`src/rtl/sr_address.sv`:
```
// One word row of the SRAM macro: byte-writable storage with a registered,
// zero-when-idle read port so that rows can be OR-combined at the top level.
module sr_address #(
  parameter int                DATA_W    = 32,
  parameter logic [DATA_W-1:0] RESET_VAL = '0
) (
  input  logic                  retrieve_clk,
  input  logic                  rst_n,
  input  logic                  WL,
  input  logic                  we,
  input  logic [DATA_W/8-1:0]   be,
  input  logic [DATA_W-1:0]     datain,
  output logic [DATA_W-1:0]     dataout,
  output logic                  dout_valid,
  output logic                  f_ready
);

  localparam int NUM_BYTES = DATA_W / 8;

  logic [DATA_W-1:0] word_q;
  logic [DATA_W-1:0] word_d;
  logic              access;

  // The row only reacts to its word line once it has come out of reset.
  assign access = f_ready & ~WL;

  // NOTE: every signal written here gets a default first, so no path leaves
  // it unassigned and no latch is inferred.
  always_comb begin
    word_d = word_q;
    if (access && we) begin
      for (int k = 0; k < NUM_BYTES; k++) begin
        if (be[k]) word_d[8*k +: 8] = datain[8*k +: 8];
      end
    end
  end

  // NOTE: sequential state uses non-blocking assignments so every register
  // samples pre-edge values, independent of process ordering.
  always_ff @(posedge retrieve_clk or negedge rst_n) begin
    if (!rst_n) f_ready <= 1'b0;
    else        f_ready <= 1'b1;
  end

  // NOTE: the stored word is a single register, not an array, so it is
  // cheap to reset and gives a known RESET_VAL after power-up.
  always_ff @(posedge retrieve_clk or negedge rst_n) begin
    if (!rst_n) word_q <= RESET_VAL;
    else        word_q <= word_d;
  end

  // Read data is zero on every edge that is not a read, including writes.
  always_ff @(posedge retrieve_clk or negedge rst_n) begin
    if (!rst_n) begin
      dataout    <= '0;
      dout_valid <= 1'b0;
    end else if (access && !we) begin
      dataout    <= word_q;
      dout_valid <= 1'b1;
    end else begin
      dataout    <= '0;
      dout_valid <= 1'b0;
    end
  end

endmodule

```
`config.mk`:
```
export PLATFORM = sky130hd
export DESIGN_NAME = sr_address
export DESIGN_NICKNAME = d
export VERILOG_FILES = /design/src/rtl/sr_address.sv
export SDC_FILE = /design/constraint.sdc
export NUM_CORES = 1
export LEC_CHECK = 0
export BUFFER_PORTS_ARGS = -buffer_cell sky130_fd_sc_hd__buf_2
export CORE_MARGIN = 2
export CORE_UTILIZATION = 50
export CTS_BUF_LIST = sky130_fd_sc_hd__clkbuf_8
export CTS_CLUSTER_SIZE = 28
export DETAILED_ROUTE_END_ITERATION = 10
export PLACE_DENSITY = 0.9
export RECOVER_POWER = 25
export SYNTH_ARGS = -nofsm -noshare
export SYNTH_HDL_FRONTEND = slang
export SYNTH_SLANG_ARGS = --single-unit
```
`constraint.sdc`:
```
create_clock -name retrieve_clk -period 1.5 [get_ports retrieve_clk]
set_input_delay 0.375 -clock retrieve_clk [delete_from_list [all_inputs] [get_ports retrieve_clk]]
set_output_delay 0.375 -clock retrieve_clk [all_outputs]
set_load 0.03 [all_outputs]
```
# Word-level counts from Yosys, hierarchy flattened
# Index checks and enable logic that the tools add are counted.
classes:
  mux: 2
  n_bitwise: 2
  n_reduce_logical: 7
op_table:
  columns: ["operator", "n"]
  rows:
  - ["$mux W32", 1]
  - ["$reduce_and A2 Y1", 4]
  - ["$logic_and A1 B1 Y1", 2]
  - ["$and A1 B1 Y1", 1]
  - ["$logic_not A1 Y1", 1]
  - ["$mux W1", 1]
  - ["$not A1 Y1", 1]
word_totals:
  regBits: 66
  word_cells: 18
  inputBits: 40

# Logic depth before layout (Yosys ltp)
depth:
  depth_word: 4
  mapped_depth: 4
  ltp_nobuf: 2

# Worst setup path before layout
# No wires, ideal clock.
synth_timing:
  kind: "register to register"
  from: "reg f_ready"
  to: "reg word_q[0]"
  t_arrival_ps: 1245
  path_stages_with_launch: 4
  path_slack_ps: 131
  cell_sequence: "dfrtp_1 -> buf_2 -> nand4b_2 -> mux2_2"
synth_via:
  elab_chain_cells: 3
synth_rtl:
  columns: ["item", "line_no", "source"]
  rows:
  - ["start: declaration", "15", "output logic f_ready"]
  - ["start signal: assignment", "41", "if (!rst_n) f_ready <= 1'b0;"]
  - ["start signal: assignment", "42", "else f_ready <= 1'b1;"]
  - ["$and A1 B1 Y1", "25", "assign access = f_ready & ~WL;"]
  - ["$logic_and A1 B1 Y1", "31", "if (access && we) begin"]
  - ["$reduce_and A2 Y1 (no source line)", null, null]
  - ["end signal: assignment", "49", "else word_q <= word_d;"]
  - ["end: declaration", "20", "logic [DATA_W-1:0] word_q;"]
# No other way between the ends.
# A chain may end at the register's enable or synchronous reset.

# Worst setup path after layout
layout_timing:
  from: "reg f_ready"
  to: "out f_ready"
# No word-level cell between the ends.

==> results by group <==
Status
  • Status: completed

Placed design
  • Pre-CTS WS: 0.1003 ns
  • Dpl cell area: 2760 um^2
  • Gpl congestion: 0.8399
  • I/O Buffers: 73
  • Dpl hpwl: 2.943 mm

Final layout
  • Final instance area: between 2000 and 3000 um^2
  • Final Core Density: 66.72%
  • Layout cells sized above 1: roughly 55%
  • Layout Nets: 263
  • Most frequent cells in the layout: buf_2 (73), dfrtp_1 (66), and2_1 (32), mux2_2 (32), clkbuf_8 (11)
  • Commonest non-fill, non-tap cell in the layout: buf_2
  • Antenna cell count: 0
  • P&R area growth vs syn: 26.70%

Clock network
  • Clock sinks: between 60 and 70
  • H-tree levels: 3
  • CTS-repair resized insts: 0
  • Hold_buf cts: 0
  • Postcts setup bufs: 0
  • Num CTS Buffers: 9
  • Clk Latency, worst-skew pair: 0.32 ns
  • CTS tree: done
  • Root buffer cell: clkbuf_8
  • Worst-path clk slew: 0.06 ns
  • Clock Path Buffers: 2

Critical path
  • CP max stage delay: between 0.4 and 0.5 ns
  • CP delay by family, top: flip-flops
  • Maximum fanout along the worst path: 6
  • CP Depth: 1
  • FF-to-FF path depth: 2
  • Crit path buf inv count: 1
  • CP required: 1.12 ns
  • CP arrival: 1.06 ns
  • WS Path Type: reg2out
  • Cell Chain, Critical Path: buf_2
  • CP endpoint kind: output port
  • Worst path slowest cell: dfrtp_1
  • Worst Setup Start Kind: flip-flop

Power
  • Combinational share of power: 11.5%
  • Leakage: 1.592 nW
  • Clock share of power: 35.7%
  • Sequential Power Share: 52.8%
  • Worst VDD drop: 840.0 uV
  • Pwr dens: 1355 nW/um^2
  • Pint: 3.082 mW
  • Net Sw Power: ~910 uW
  • Net Sw Frac: 22.80%

STA
  • Setup TNS: 0 ns
  • Setup violators final: 0
  • Post-route clock period utilization: 95.72%
  • Setup ws final: 0.06416 ns
  • Final Critical Period: around 1.4 ns
  • Slew HR: 44.12%
  • Peak Freq: between 0.6 and 0.7 GHz
  • RSZ-0062 raised after global routing: no
  • Final Hold Viols: 0
  • Clock Skew: 0.004045 ns
  • Fin. max-slew vios: 0
  • Actual slew at the worst max-slew pin: 0.8381 ns
  • Hold WS: 0.2673 ns

Die
  • DIE AREA: 5211 um^2
  • Chip Height: 72.19 um
  • IO Pins: 74
  • Width of the die: between 70 and 80 um
  • FP Rows: 24
  • Initial Utilization: 52.66%
  • Core ar.: 4414 um^2

Drt
  • DR DRC count: 0
  • DRT iter0 DRCs: 49
  • Pre-Repair DR Iteration Count: 4
  • Routed Antenna Nets: 0
  • DR vias/cell: ~4.8
  • WL per Instance: 14.85 um
  • Via count: 1,357
  • WL final: between 4 and 5 mm

GRT
  • Gr ovfl total: 0
  • Initial antenna violation count: 0
  • GRT Overall Usage: about 18%
  • Largest net degree at the start of global routing: 67
  • Vias in the first global route: 1,441
  • First-pass GRT wire length: 6.651 mm

Synthesis
  • Syn Area/Cell: ~16 um^2
  • Syn Std Cell Area: 2325 um^2
  • Syn Nets: 181
  • Seq/Total Area, Yosys: slightly above 70%
  • Distinct cells, synth: 9
  • Yosys reg bits: 66
  • Synth Instances: roughly 140
  • Synth warn: 0

Flow run
  • Max-cap violations: 0

Hold path
  • Min-Delay Path Class: in2async
## metal layers
metal	part of all wire, %	vias to the layer above	GRT usage [%]
met3	6.1	9	6.944
met2	54	46	31.60
met4	2.4	0	7.966
met5	0	-	0
li1	-	628	-
met1	38	674	18.25
## metrics by stage
step | instances | power (mW)
floorplan | 141 | 2.411
global placement | 264 | 2.574
detailed placement | 264 | 2.608
CTS | 280 | 4.043
global route | 280 | 4.170
finish | 280 | 3.992
## synth_stat cells
| cell type | number | area, um^2 |
|---|---|---|
| buf_2 | 1 | 5.000 |
| dfrtp_1 | 66 | 1652 |
| clkbuf_2 | 2 | 10.01 |
| nor3b_4 | 1 | 18.77 |
| nand4b_2 | 4 | 60.06 |
| conb_1 | 1 | 3.750 |
| mux2_2 | 32 | 360.4 |
| buf_4 | 2 | 15.01 |
| and2_1 | 32 | 200.2 |
## path summary, 6_finish.rpt
path                            start     endpoint  slack (ns)
min in group retrieve_clk  datain[31]   word_q[31]        0.28
min reg2reg                word_q[24]  dataout[24]        0.47
max                           f_ready      f_ready        0.06
max reg2reg                   f_ready   word_q[18]        0.18
min                             rst_n   dataout[0]        0.27
max in group asynchronous       rst_n  dataout[13]        0.70
## flip-flops by register name, summed over array words and instances, names as in the netlist
name,count
word_q,32
dataout,32
dout_valid,1
f_ready,1
## final cells by class
type | count | area [um^2]
clock buffer | 11 | 151.4
clock inverter | 5 | 46.29
fill | 324 | 1469
multi-input combinational | 70 | 643.1
sequential | 66 | 1652
tap | 52 | 65.06
timing repair buffer | 76 | 387.9
## cells by family after synthesis
family                 count (synthesis)  synth area share, %
buffers and inverters                  5                1.291
flip-flops                            66                71.04
multiplexers                          32                15.50
other                                  1               0.1613
AND/OR/NAND/NOR                       37                12.00
## power by group through the flow
stage	clock (mW)	sequential, mW	combinational [mW]
finish	1.43	2.11	0.459
CTS	1.46	2.11	0.475
detailed placement	0	2.14	0.471
global placement	0	2.13	0.448
floorplan	0	2.19	0.224
global route	1.53	2.13	0.508
No activity file was read; power rests on OpenSTA's default activity.
